### config.mk
export PLATFORM = sky130hd
export DESIGN_NAME = drap_branch_target
export DESIGN_NICKNAME = d
export VERILOG_FILES = /design/src/rtl/drap_branch_target.sv
export SDC_FILE = /design/constraint.sdc
export NUM_CORES = 1
export LEC_CHECK = 0
export BUFFER_PORTS_ARGS = -buffer_cell sky130_fd_sc_hd__buf_2
export CORE_MARGIN = 3
export CORE_UTILIZATION = 34
export CTS_CLUSTER_DIAMETER = 50
export DETAILED_ROUTE_END_ITERATION = 7
export PLACE_DENSITY_LB_ADDON = 0.25
export RECOVER_POWER = 50
export SLEW_MARGIN = 0
export SYNTH_ARGS = -nofsm -noshare
export SYNTH_HDL_FRONTEND = slang
export SYNTH_SLANG_ARGS = --single-unit
### constraint.sdc
create_clock -name clk -period 3.2 [get_ports clk]
set_input_delay 0.16 -clock clk [delete_from_list [all_inputs] [get_ports clk]]
set_output_delay 0.16 -clock clk [all_outputs]
set_load 0.1 [all_outputs]
### src/rtl/drap_branch_target.sv
// drap_branch_target: two-stage valid/ready generator for branch, jump, register and sequential targets.
// Optional build macro DRAP_MISALIGN_CHK_EN adds the registered out_misalign flag for register-mode targets.
module drap_branch_target #(
    parameter int AW    = 32,
    parameter int IW    = 16,
    parameter int JW    = 26,
    parameter int SHAMT = 2
) (
    input  logic          clk,
    input  logic          rst,
    input  logic          flush,
    input  logic          in_valid,
    output logic          in_ready,
    input  logic [1:0]    mode,
    input  logic [AW-1:0] pc_plus4,
    input  logic [JW-1:0] imm,
    input  logic [AW-1:0] rs_val,
    output logic          out_valid,
    input  logic          out_ready,
`ifdef DRAP_MISALIGN_CHK_EN
    output logic          out_misalign,
`endif
    output logic [AW-1:0] target
);

    localparam logic [1:0]    MODE_BR  = 2'b00;
    localparam logic [1:0]    MODE_JMP = 2'b01;
    localparam logic [1:0]    MODE_REG = 2'b10;
    localparam logic [1:0]    MODE_SEQ = 2'b11;

    localparam logic [AW-1:0] ONES        = {AW{1'b1}};
    // Upper address bits kept from pc_plus4 on a jump; empty when JW+SHAMT == AW.
    localparam logic [AW-1:0] REGION_MASK = ONES << (JW + SHAMT);

    logic          s1_valid;
    logic [1:0]    s1_mode;
    logic [AW-1:0] s1_pc;
    logic [AW-1:0] s1_op;
    logic          s2_valid;
    logic          s1_adv;
    logic          s2_adv;

    logic [AW-1:0] br_off;
    logic [AW-1:0] jmp_tgt;
    logic [AW-1:0] op_next;
    logic [AW-1:0] tgt_next;

    assign s2_adv    = !s2_valid || out_ready;
    assign s1_adv    = !s1_valid || s2_adv;
    assign in_ready  = s1_adv;
    assign out_valid = s2_valid;

    assign br_off  = AW'($signed(imm[IW-1:0])) << SHAMT;
    assign jmp_tgt = (pc_plus4 & REGION_MASK) | (AW'(imm) << SHAMT);

    always_comb begin
        op_next = pc_plus4;
        case (mode)
            MODE_BR:  op_next = br_off;
            MODE_JMP: op_next = jmp_tgt;
            MODE_REG: op_next = rs_val;
            MODE_SEQ: op_next = pc_plus4;
            default:  op_next = pc_plus4;
        endcase
    end

    assign tgt_next = (s1_mode == MODE_BR) ? (s1_pc + s1_op) : s1_op;

    always_ff @(posedge clk) begin
        if (rst) begin
            s1_valid <= 1'b0;
            s2_valid <= 1'b0;
        end else if (flush) begin
            s1_valid <= 1'b0;
            s2_valid <= 1'b0;
        end else begin
            if (s1_adv) s1_valid <= in_valid;
            if (s2_adv) s2_valid <= s1_valid;
        end
    end

    always_ff @(posedge clk) begin
        if (s1_adv && in_valid) begin
            s1_mode <= mode;
            s1_pc   <= pc_plus4;
            s1_op   <= op_next;
        end
    end

    always_ff @(posedge clk) begin
        if (rst) begin
            target <= '0;
        end else if (s2_adv && s1_valid) begin
            target <= tgt_next;
        end
    end

`ifdef DRAP_MISALIGN_CHK_EN
    // Low-bit mask is all zeros when SHAMT == 0, which ties the flag low.
    localparam logic [AW-1:0] LOW_MASK = ~(ONES << SHAMT);
    logic mis_next;

    assign mis_next = (s1_mode == MODE_REG) && (|(s1_op & LOW_MASK));

    always_ff @(posedge clk) begin
        if (rst) begin
            out_misalign <= 1'b0;
        end else if (s2_adv && s1_valid) begin
            out_misalign <= mis_next;
        end
    end
`endif

endmodule

# --- Word level (Yosys, flattened, before mapping) ---
# Index checks and enable logic that the tools add are counted.
totals:
  regBits: 100
  in_bits: 97
  out_inout_bits: 34
  elab_cells: 22
classes:
  addsub: 1
  eq_ne: 3
  muxes: 2
  bitwise: 1
  n_reduce_logical: 9
op_table:
  columns: ["op", "n"]
  rows:
  - ["case mux 32 bit (4 select lines)", 1]
  - ["adder 32 bit", 1]
  - ["2-to-1 mux 32 bit", 1]
  - ["bitwise OR 32 x 28 -> 32 bit", 1]
  - ["== test 2 bit (second input constant)", 2]
  - ["zero test 2 bit", 2]
  - ["== test 2 x 1 -> 1 bit (second input constant)", 1]
  - ["logical AND 1 bit", 2]
  - ["zero test 1 bit", 2]
  - ["logical OR 1 bit", 2]
  - ["OR reduction 2 bit", 1]

# --- Depth between registers and ports, before layout ---
# Gate-level depths: netlist of the first run.
logic_depth:
  depth_word: 4
  mapped_depth: 11
  mapped_depth_nobuf: 11

# --- Worst setup path after synthesis of the first run ---
# No wires, ideal clock.
synth_timing:
  path_type: "reg2reg"
  startpoint: "register s2_valid (netlist: out_valid)"
  endpoint: "register s1_mode[0] (enable)"
  setup_time_ns: 0.431
  t_arrival_ns: 3.297
  t_required_ns: 2.769
  setup_slack_ns: -0.528
  stages_incl_launch_ff: 4
  path_buffers: 0
  period_less_slack_ns: 3.728
  path_cell_list: "dfxtp_1 > nor2b_1 > nand2_1 > and2_1"
synth_between:
  elab_chain_len: 4
synth_lines:
  columns: ["element", "line_no", "rtl"]
  rows:
  - ["start, declared", "39", "logic s2_valid;"]
  - ["start signal, assigned", "78", "if (s2_adv) s2_valid <= s1_valid;"]
  - ["zero test 1 bit", "48", "assign s2_adv = !s2_valid || out_ready;"]
  - ["logical OR 1 bit", "48", null]
  - ["logical OR 1 bit", "49", "assign s1_adv = !s1_valid || s2_adv;"]
  - ["net in_ready", "13", "output logic in_ready,"]
  - ["logical AND 1 bit", "83", "if (s1_adv && in_valid) begin"]
  - ["end signal, assigned", "84", "s1_mode <= mode;"]
  - ["end, declared", "36", "logic [1:0] s1_mode;"]
# The timed path passes the listed nets, and every way through them passes these cells.
# A chain may end at the register's enable or synchronous reset.

# --- Worst setup path after layout of the first run ---
layout_timing:
  startpoint: "register s1_op[0]"
  endpoint: "register target[26]"
layout_between:
  elab_chain_len: 2
layout_lines:
  columns: ["element", "line_no", "rtl"]
  rows:
  - ["start, declared", "38", "logic [AW-1:0] s1_op;"]
  - ["start signal, assigned", "86", "s1_op <= op_next;"]
  - ["adder 32 bit", "67", "assign tgt_next = (s1_mode == MODE_BR) ? (s1_pc + s1_op) : s1_op;"]
  - ["2-to-1 mux 32 bit", "67", null]
  - ["end signal, assigned", "94", "target <= tgt_next;"]
  - ["end, declared", "23", "output logic [AW-1:0] target"]
# Every way passes these cells.

==> results of run 1 <==
sequential cells by signal, summed over array words and instances (netlist names):
name	flops
s1_valid	1
s1_mode	2
s1_pc	32
target	32
out_valid	1
s1_op	32
power groups by stage:
stage	combinational [uW]	sequential, uW	clock [uW]
2_1_floorplan	527	1670	0
3_3_place_gp	871	1540	0
3_5_place_dp	878	1540	0
4_1_cts	910	1510	1060
5_1_grt	1000	1520	1100
6_report	914	1510	1030
how the worst min path moves through the flow:
stage	startpoint	endpoint	slack (ps)	depth (start not counted)
2_1_floorplan	flush	out_valid$_SDFFE_PP0P_	240	1
3_3_place_gp	pc_plus4[23]	s1_pc[23]$_DFFE_PP_	350	1
3_5_place_dp	pc_plus4[12]	s1_pc[12]$_DFFE_PP_	350	1
4_1_cts	pc_plus4[0]	s1_pc[0]$_DFFE_PP_	4	1
5_1_grt	pc_plus4[2]	s1_pc[2]$_DFFE_PP_	60	1
6_report	pc_plus4[2]	s1_pc[2]$_DFFE_PP_	60	1
through the flow:
stage / utilization (%) / cell area (sq um)
floorplan: - / 5790
global placement: 39.5 / 6580
detailed placement: 39.5 / 6580
CTS: 43.0 / 7160
global route: 42.7 / 7110
finish: 42.7 / 7110
per-layer routing:
layer / up-vias / track usage, % / part of all wire [%] / wire length [microns]
li1: 2375 / - / - / -
met1: 2308 / 22.2 / 45 / 7090
met2: 139 / 28.1 / 48 / 7440
met3: 19 / 2.59 / 4.9 / 767
met4: 0 / 6.16 / 2.0 / 305
met5: - / 0 / 0 / 0
final cells by class:
class	count	area share [%]
Multi-Input combinational cell	420	41.5
Sequential cell	100	37.4
Timing Repair Buffer	167	13.1
Tap cell	220	3.87
Clock buffer	11	3.41
Clock inverter	5	0.528
Inverter	3	0.158
cells by family (layout without fill, tap and decap cells):
logic type,after synthesis,in the layout,share of synthesized area (%)
DFF,100,100,46.0
adders and majority gates,32,32,7.05
xor gates and xnor gates,29,29,4.39
AOI/OAI and AO/OA,167,167,19.7
muxes,28,28,7.00
and+or+nand+nor,164,164,12.2
buffers and inverters,42,186,3.67
what timing repair did:
item / in CTS / in global routing
resized for setup: 0 / 4
setup endpoints to repair: 0 / 5
hold endpoints to repair: 31 / 0
hold buffers: 30 / 0
synth_stat cells, types with 2 or more instances:
library cell	instances	area (sq um)
or2_2	2	12.5
buf_2	6	30.0
and3_1	2	12.5
o21a_1	2	15.0
o21bai_1	3	22.5
buf_1	3	11.3
a311oi_1	15	131
clkbuf_2	2	10.0
ha_1	31	388
o21ai_1	4	20.0
nand3_1	7	35.0
a21oi_4	2	32.5
a211oi_1	9	67.6
inv_1	3	11.3
nor2b_1	6	37.5
nand2_1	61	229
or3_1	2	12.5
xnor2_1	18	158
o21ai_2	2	17.5
mux2i_1	18	180
a21oi_1	56	280
xor2_1	11	96.3
a31oi_1	9	56.3
dfxtp_1	34	681
a21o_1	15	113
mux4_2	10	225
nor3_1	10	50.1
clkbuf_1	22	82.6
a2111oi_1	2	20.0
buf_6	6	67.6
o21ai_0	29	145
a21oi_2	2	17.5
nand4_1	6	37.5
edfxtp_1	66	1980
nor2_1	62	233
nand2b_1	2	12.5
==> impl_results.md, run 1 <==
* Outcome: complete, but fails checks
* Violated checks: capacitance limit, slew limit
* Max-cap viol count at 2
* Worst-Margin Slew at 2450 ps
* Endpoints failing hold at 0
* Vias in the first global route at roughly 4.8k
* Pwr Density at ~490 nW/um^2
* Worst hold path class: in2reg
* Buffers added on ports at 130
* Via-per-instance ratio at around 5.2
* Fillers at approximately 1.6k
* Clock buffer depth at 2
* Flops & latches, synth at 100
* Sw Ratio at between 30% and 40%
* Post-synth EDFFs at 66
* Worst rel slew slack at -63.3%
* Width of the die at 136 microns
* Drt total wl at approximately 16 mm
* Comb pwr share at 26.5%
* Critical Path Max Stage Delay at between 400 and 500 ps
* Sequential Power Share at between 40% and 50%
* Fin crit share at about nine tenths
* Critical path peak fanout at 4
* Pre-antenna DRT Iters at 5
* Clock buffer count from CTS at 9
* Buf+Inv Stages, Crit Path at 1
* CP endpoint kind: register
* FF/Latch Area at about 2700 sq um
* Library cells used by synthesis at 58
* Sink Count at 100
* Placed insts at 880
* Core footprint at around 17000 sq um
* FF-to-FF Start: s1_op[0]$_DFFE_PP_
* Initial antenna violation count at 0
* Post-CTS setup buffers at 0
* CP delay by family, top: compound AO/OA/AOI/OAI gates
* Most used DFF post-synth: edfxtp_1
* Ys async rst share at 0%
* Critical path origin: s1_op[0]$_DFFE_PP_
* Total Power at around 3500 uW
* Pleak at roughly 0.0027 uW
* Total GRT Usage at about 17%
* Die area at around 19000 sq um
* RD Place Congestion at 0.877
* VDD IR-drop max at roughly 0.25 mV
* FF-to-FF End: target[26]$_SDFFE_PP0P_
* DRT antenna net count at 0
* Rows at 47
* Worst-path clk slew at approximately 70 ps
* Worst Setup Start Kind: register
* Sequential-to-total area share from yosys stat at approximately 46%
* Initial DRC Count at ~380
* Setup crit end: target[26]$_SDFFE_PP0P_
* Clock Power Share at between 20 and 30%
* # IOs at 131
* RSZ-0062 raised after global routing: no
* Vias after detailed routing at 4841
* Crit Path Class: reg2reg
* CP arrival at 3150 ps
* Hold Slack at 61.5 ps
* Synth warn at 0
* Finished Layout Cells at slightly above 900
* Antenna fix cells at 0
* H-tree Lvls at 3
* Final worst path period need at 2910 ps
* Initial core utilization at about a third
* Crit-path cells: ha_1 > fa_1 > a211oi_2 > o21bai_2 > a211oi_4 > buf_4 > o31ai_4 > a31oi_2 > o21ai_1 > xnor2_1 > a2111oi_1
* Die extent in y at 136 microns
* Dpl ws at about 72 ps
* Stages on the worst setup path at 11
* Setup ws final at just under 300 ps
* Worst R2R Path Depth at 11
* Wirelength per Cell at around 17 microns
* Multi-input gate area at 2950 sq um
* CP max stage cell: fa_1
* Worst skew pair latency at approximately 350 ps
* NetSw at ~1100 uW
* Most frequent cells in the layout: buf_2, edfxtp_1, nand2_1, nor2_1, clkbuf_1
* Share of layout cells above drive strength 1 at 18.0%
* FMAX at ~0.34 GHz
* Setup violators final at 0
* Layout Area Growth over Synthesis at 22.9%
* Synthesized instance count at approximately 560
* Gr ovfl total at 0
* DRC viols at 0
* Final Max Tran Viols at 66
* Flop2flop setup slack at between 200 and 300 ps
* Final TNS setup at 0 ps
* Max Clock Skew at 8.61 ps
* Avg Inst Size Synth at between 10 and 15 sq um
* Most common cell after layout, fill and taps aside: buf_2
* CTS tree: done
* Mapped Area at a little under 6000 sq um
* Dpl hpwl at roughly 11 mm
* Final nets at 830
* Syn_nets at between 600 and 700
* Largest net degree at the start of global routing at 67
* First-pass GRT wire length at between 20 and 25 mm
* Internal at 2350 uW
* Root buffer cell: clkbuf_16
* Worst path required time at between 3000 and 4000 ps
No activity file was read; power rests on OpenSTA's default activity.
==> inputs of run 2 (changes only) <==
- PLACE_DENSITY: not set -> 0.5
- PLACE_DENSITY_LB_ADDON: 0.25 -> not set
==> run 2 against run 1 <==
  * Setup slack worse by 81 ps
  * Global-route usage shrank 0.18 points
  * Wire length is 2.3% lower
  * The flow still finishes with violations (capacitance limit, slew limit)
  * Largest power group unchanged
  * Highest routed layer unchanged
==> impl_results.md, run 2 (synthesis results as in run 1) <==
* CP arrival at 3230 ps (+80 ps)
* Core footprint at 16600 sq um (unchanged)
* Grt met3 use at 2.37% (-0.22 points)
* Flop2flop setup slack at 210 ps (-80 ps)
* Hold Path Depth at 1 (unchanged)
* Die extent in y at 136 microns (unchanged)
* GR Util met2 at 26.5% (-1.6 points)
* VDD IR-drop max at 0.264 mV (+7.8%)
* Antenna fix cells at 0 (unchanged)
* Max-cap viol count at 2 (unchanged)
* First-pass GRT wire length at 23.8 mm (-2.8%)
* Final nets at 824 (-0.72%)
* CP delay by family, top: compound AO/OA/AOI/OAI gates
* Worst hold path class: in2reg
* Sequential Power Share at 42.6% (-1.2 points)
* Largest regs: s1_op (32), s1_pc (32), target (32)
* Endpoints failing hold at 0 (unchanged)
* # IOs at 131 (unchanged)
* Most common cell after layout, fill and taps aside: buf_2
* Fillers at 1668 (+3.2%)
* CP endpoint kind: register
* Vias after detailed routing at 4731 (-2.3%)
* Stages on the worst setup path at 10 (-1)
* Placed cell area at 6580 sq um (about the same)
* Most frequent cell on the critical path: a211oi_4
* Largest net degree at the start of global routing at 47 (-30%)
* Total GRT Usage at 16.7% (-0.18 points)
* Worst Hold Path EP: s1_pc[29]$_DFFE_PP_
* FF/Latch Area at 2660 sq um (unchanged)
* CTS tree: done
* CP max stage cell: fa_2
* Worst rel slew slack at -65.9% (-2.6 points)
* Clock Power Share at 31.8% (+2.1 points)
* Buffers added on ports at 130 (unchanged)
* Initial DRC Count at 303 (-20%)
* Final Max Tran Viols at 64 (-3.0%)
* Finished Cell Area at 7090 sq um (-0.33%)
* Share of layout cells above drive strength 1 at 18.3% (+0.30 points)
* FF-to-FF End: target[28]$_SDFFE_PP0P_
* NetSw at 1070 uW (-2.3%)
* Critical path peak fanout at 3 (-1)
* Drt total wl at 15.2 mm (-2.3%)
* Buf+Inv Stages, Crit Path at 0 (-1)
* Wirelength per Cell at 16.6 microns (-1.7%)
* Sw Ratio at 30.3% (-1.5 points)
* FMAX at 0.334 GHz (-2.7%)
* Root buffer cell: clkbuf_16
* RSZ-0062 raised after global routing: no
* Initial antenna violation count at 0 (unchanged)
* Max Clock Skew at 4.77 ps (-3.84 ps)
* Gr ovfl total at 0 (unchanged)
* Width of the die at 136 microns (unchanged)
* Multi-input gate area at 2950 sq um (-0.25%)
* Fin crit share at 93.5% (+2.5 points)
* H-tree Lvls at 3 (unchanged)
* Worst R2R Path Depth at 10 (-1)
* DRC viols at 0 (unchanged)
* Pleak at 0.00271 uW (+0.12%)
* Worst-path clk slew at 60 ps (about the same)
* Via-per-instance ratio at 5.14 (-1.6%)
* Setup violators final at 0 (unchanged)
* Die area at 18600 sq um (unchanged)
* Dpl hpwl at 10.9 mm (-2.8%)
* Total Power at 3540 uW (+2.7%)
* Layout Area Growth over Synthesis at 22.5%
* Met1 Use GR at 23.2% (+1.0 points)
* FF-to-FF Start: s1_op[0]$_DFFE_PP_
* Sink Count at 100 (unchanged)
* Worst skew pair latency at 350 ps (about the same)
* Hold Startpoint: pc_plus4[29]
* Pre-antenna DRT Iters at 5 (unchanged)
* Rows at 47 (unchanged)
* Clock buffer count from CTS at 9 (unchanged)
* Violated checks: capacitance limit, slew limit
* Internal at 2470 uW (+5.0%)
* Vias in the first global route at 4479 (-6.0%)
* Worst-Margin Slew at 2490 ps (+39.0 ps)
* DRT antenna net count at 0 (unchanged)
* Pwr Density at 500 nW/um^2 (+3.0%)
* Final TNS setup at 0 ps (unchanged)
* Initial core utilization at 34.8% (unchanged)
* Outcome: complete, but fails checks
* Crit Path Class: reg2reg
* Critical Path Max Stage Delay at 400 ps (-50 ps)
* Worst Setup Start Kind: register
* RD Place Congestion at 0.856 (-2.4%)
* Clock buffer depth at 2 (unchanged)
* Busiest grt layer: met2
* Most frequent cells in the layout: buf_2, edfxtp_1, nand2_1, nor2_1, clkbuf_1
* Worst path required time at 3440 ps (about the same)
* Crit-path cells: ha_1 > fa_2 > a211oi_4 > o21bai_2 > a211oi_4 > nor2_2 > a311oi_2 > o41a_1 > xor2_1 > a2111oi_1
* Comb pwr share at 25.6% (-0.9 points)
* Final worst path period need at 2990 ps (+81.3 ps)
## run 2: changes by cell type in the layout (fill, tap and decap cells not counted), moves of 2 or more
cell	delta
clkinv_4	-2
clkbuf_8	+2
clkbuf_2	+3
clkinvlp_4	-2
dlygate4sd3_1	-6
## run 2: stage by stage
stage	utilization (%)	cells	hold WS [ps]	worst slack [ps]
after floorplan	-	562	239	100
after detailed placement	39.5	879	353	-24.1
after CTS	42.9	919	0.252	60.0
after global routing	42.6	920	45.7	39.3
after global placement	39.5	879	347	101
final	42.6	920	33.2	208
## run 2: layout make-up
type                            instances  area share, %
Clock inverter                          1          0.424
Sequential cell                       100           37.6
Multi-Input combinational cell        420           41.6
Inverter                                3          0.159
Timing Repair Buffer                  161           12.5
Tap cell                              220           3.88
Clock buffer                           15           3.92
## run 2: how the worst max path moves through the flow
stage,from,end,slack (ps)
final,s1_op[0]$_DFFE_PP_,target[28]$_SDFFE_PP0P_,210
after global routing,s1_op[0]$_DFFE_PP_,target[28]$_SDFFE_PP0P_,40
after CTS,s1_pc[0]$_DFFE_PP_,target[28]$_SDFFE_PP0P_,60
after detailed placement,s1_pc[0]$_DFFE_PP_,target[28]$_SDFFE_PP0P_,-20
after global placement,s1_op[0]$_DFFE_PP_,target[28]$_SDFFE_PP0P_,100
after floorplan,out_valid$_SDFFE_PP0P_,s1_mode[0]$_DFFE_PP_,100
## run 2: what timing repair did
item                                    CTS  global route
endpoints found under the setup margin    1             5
pin swaps                                 0             3
endpoints found under the hold margin    25             0
resized for setup                         1             3
setup buffers                             0             1
hold buffers                             24             0
## run 2: metal layers
layer  share of wire, %  wire length, microns
met1                 46                  7070
met2                 47                  7190
met3                4.5                   686
met4                2.0                   302
met5                  0                     0
## run 2: power by group through the flow
stage	clock, uW	sequential, uW	combinational, uW
2_1_floorplan	0	1670	527
3_3_place_gp	0	1540	872
3_5_place_dp	0	1540	882
4_1_cts	1160	1510	910
5_1_grt	1210	1520	998
6_report	1130	1510	907
## run 2: worst register-to-register path: stages (launching register included)
cell and delay (ps):
edfxtp_1 390, ha_1 230, fa_2 400, a211oi_4 280
o21bai_2 140, a211oi_4 360, nor2_2 110, a311oi_2 310
o41a_1 210, xor2_1 70, a2111oi_1 380
==> inputs of run 3 (changes only) <==
- SETUP_SLACK_MARGIN: not set -> 0.4
==> run 3 against run 2 <==
  * The flow still finishes with violations (capacitance limit, slew limit)
  * Wire length is 3.2% higher
  * Cell count is 1.2% higher
  * Critical path depth stayed put
==> impl_results.md, run 3 (synthesis results as in run 1) <==
* Outcome: complete, but fails checks
* Violated checks: capacitance limit, slew limit
* Core footprint at 16600 sq um (unchanged)
* Antenna fix cells at 0 (unchanged)
* Comb pwr share at 25.8% (+0.2 points)
* Worst-path clk slew at 70 ps (about the same)
* Clock buffer depth at 2 (unchanged)
* Clock buffer count from CTS at 9 (unchanged)
* Gr ovfl total at 0 (unchanged)
* RSZ-0062 raised after global routing: yes
* Total GRT Usage at 16.9% (+0.21 points)
* Pre-antenna DRT Iters at 4 (-1)
* Worst skew pair latency at 360 ps (about the same)
* Largest net degree at the start of global routing at 67 (+43%)
* Worst hold path class: in2reg
* Largest regs: s1_op (32), s1_pc (32), target (32)
* Critical Path Max Stage Delay at 430 ps (+30 ps)
* Max Clock Skew at 4.89 ps (+0.120 ps)
* Via-per-instance ratio at 5.15 (+0.22%)
* Buffers added on ports at 130 (unchanged)
* Worst Setup Start Kind: register
* Initial antenna violation count at 0 (unchanged)
* Die extent in y at 136 microns (unchanged)
* DRC viols at 0 (unchanged)
* Rows at 47 (unchanged)
* Critical path peak fanout at 3 (unchanged)
* Final worst path period need at 2770 ps (-220 ps)
* Fillers at 1627 (-2.5%)
* Most frequent cells in the layout: buf_2, edfxtp_1, nand2_1
* Placed cell area at 6590 sq um (about the same)
* FMAX at 0.361 GHz (+7.9%)
* Most common cell after layout, fill and taps aside: buf_2
* Max-cap viol count at 2 (unchanged)
* VDD IR-drop max at 0.292 mV (+10%)
* Clock Power Share at 33.9% (+2.1 points)
* Pleak at 0.00279 uW (+2.9%)
* Worst-Margin Slew at 2640 ps (+147 ps)
* Worst rel slew slack at -75.7% (-9.8 points)
* Endpoints failing hold at 0 (unchanged)
* Final TNS setup at 0 ps (unchanged)
* CP arrival at 3010 ps (-220 ps)
* Vias after detailed routing at 4798 (+1.4%)
* Flop2flop setup slack at 430 ps (+220 ps)
* Critical path origin: s1_op[0]$_DFFE_PP_
* Crit Path Class: reg2reg
* Wirelength per Cell at 16.9 microns (+2.0%)
* Setup ws final at 428 ps (+220 ps)
* NetSw at 1150 uW (+7.0%)
* Layout Area Growth over Synthesis at 27.5%
* Final Max Tran Viols at 74 (+16%)
* DRT antenna net count at 0 (unchanged)
* Finished Cell Area at 7380 sq um (+4.1%)
* Worst path required time at 3440 ps (about the same)
* Setup crit end: target[28]$_SDFFE_PP0P_
* Dpl hpwl at 11.0 mm (+0.26%)
* FF-to-FF End: target[28]$_SDFFE_PP0P_
* RD Place Congestion at 0.839 (-2.0%)
* CTS tree: done
* Final nets at 835 (+1.3%)
* Pwr Density at 509 nW/um^2 (+1.7%)
* Hold Slack at 61.6 ps (+28.4 ps)
* Share of layout cells above drive strength 1 at 21.2% (+3.0 points)
* Initial DRC Count at 219 (-28%)
* FF-to-FF Start: s1_op[0]$_DFFE_PP_
* First-pass GRT wire length at 24.6 mm (+3.2%)
* Initial core utilization at 34.8% (unchanged)
* Dpl ws at 118 ps (+142 ps)
* Width of the die at 136 microns (unchanged)
* Root buffer cell: clkbuf_16
* Sink Count at 100 (unchanged)
* Worst R2R Path Depth at 10 (unchanged)
* Total Power at 3760 uW (+5.9%)
* Sequential Power Share at 40.3% (-2.3 points)
* Die area at 18600 sq um (unchanged)
* CP endpoint kind: register
* Fin crit share at 86.6% (-6.9 points)
* CP max stage cell: edfxtp_1
* Crit-path cells: ha_4 > fa_2 > a211oi_2 > o21bai_2 > a211oi_4 > nor2_2 > a311oi_4 > o41a_1 > xor2_1 > a2111oi_1
* Drt total wl at 15.7 mm (+3.2%)
* Vias in the first global route at 4731 (+5.6%)
* Setup violators final at 0 (unchanged)
* # IOs at 131 (unchanged)
* Internal at 2610 uW (+5.5%)
* H-tree Lvls at 3 (unchanged)
* Sw Ratio at 30.6% (+0.29 points)
[run 3: cell count changes in the layout (fill, tap and decap cells not counted), sizes merged]
cell / before / now
clkbuf: 76 / 69
dlygate4sd3: 24 / 31
buf: 76 / 81
inv: 3 / 6
bufinv: 1 / 3
clkinv: 0 / 1
[run 3: final cells by class]
type                       count  area [sq um]  share of cell area, %
clock inverter                 7           121                   1.64
tap                          220           275                   3.73
inverter                       3          11.3                  0.153
multi-input combinational    420          3100                   42.0
sequential                   100          2660                   36.1
clock buffer                   9           225                   3.05
timing repair buffer         172           985                   13.3
[run 3: power by group through the flow]
stage	Clock, uW	Combinational (uW)	Sequential (uW)
global placement	0	877	1540
floorplan	0	531	1670
detailed placement	0	881	1540
CTS	1310	931	1510
global route	1360	1060	1520
finish	1270	969	1510
[run 3: critical path, delay by kind of cell (launching register included)]
kind | cells | cell delay, ps
compound gates | 6 | 1490
xor+xnor | 1 | 70
flops | 1 | 430
simple gates | 1 | 110
fa+ha+maj | 2 | 560
[run 3: timing repair]
action,4_1_cts,5_1_grt
hold buffers,29,2
resized for setup,6,30
setup endpoints to repair,6,13
buffers inserted,4,2
endpoints found under the hold margin,30,2
pin swaps,16,10
[run 3: worst min-delay path by stage]
stage | start | endpoint | slack, ps | cells after the start
after global routing | pc_plus4[2] | s1_pc[2]$_DFFE_PP_ | 70 | 1
after floorplan | flush | out_valid$_SDFFE_PP0P_ | 230 | 1
after detailed placement | flush | out_valid$_SDFFE_PP0P_ | 340 | 2
final | pc_plus4[2] | s1_pc[2]$_DFFE_PP_ | 60 | 1
after CTS | pc_plus4[30] | s1_pc[30]$_DFFE_PP_ | 0.3 | 1
after global placement | flush | out_valid$_SDFFE_PP0P_ | 340 | 2
[run 3: through the flow]
stage / instances / util (%)
2_1_floorplan: 562 / -
3_3_place_gp: 878 / 39.6
3_5_place_dp: 878 / 39.6
4_1_cts: 927 / 43.8
5_1_grt: 931 / 44.4
6_report: 931 / 44.4
[run 3: metal layers]
layer | global-route usage [%] | wire [microns]
met2 | 27.7 | 7400
met4 | 3.25 | 163
met1 | 23.2 | 7440
met5 | 0 | 0
met3 | 3.63 | 721
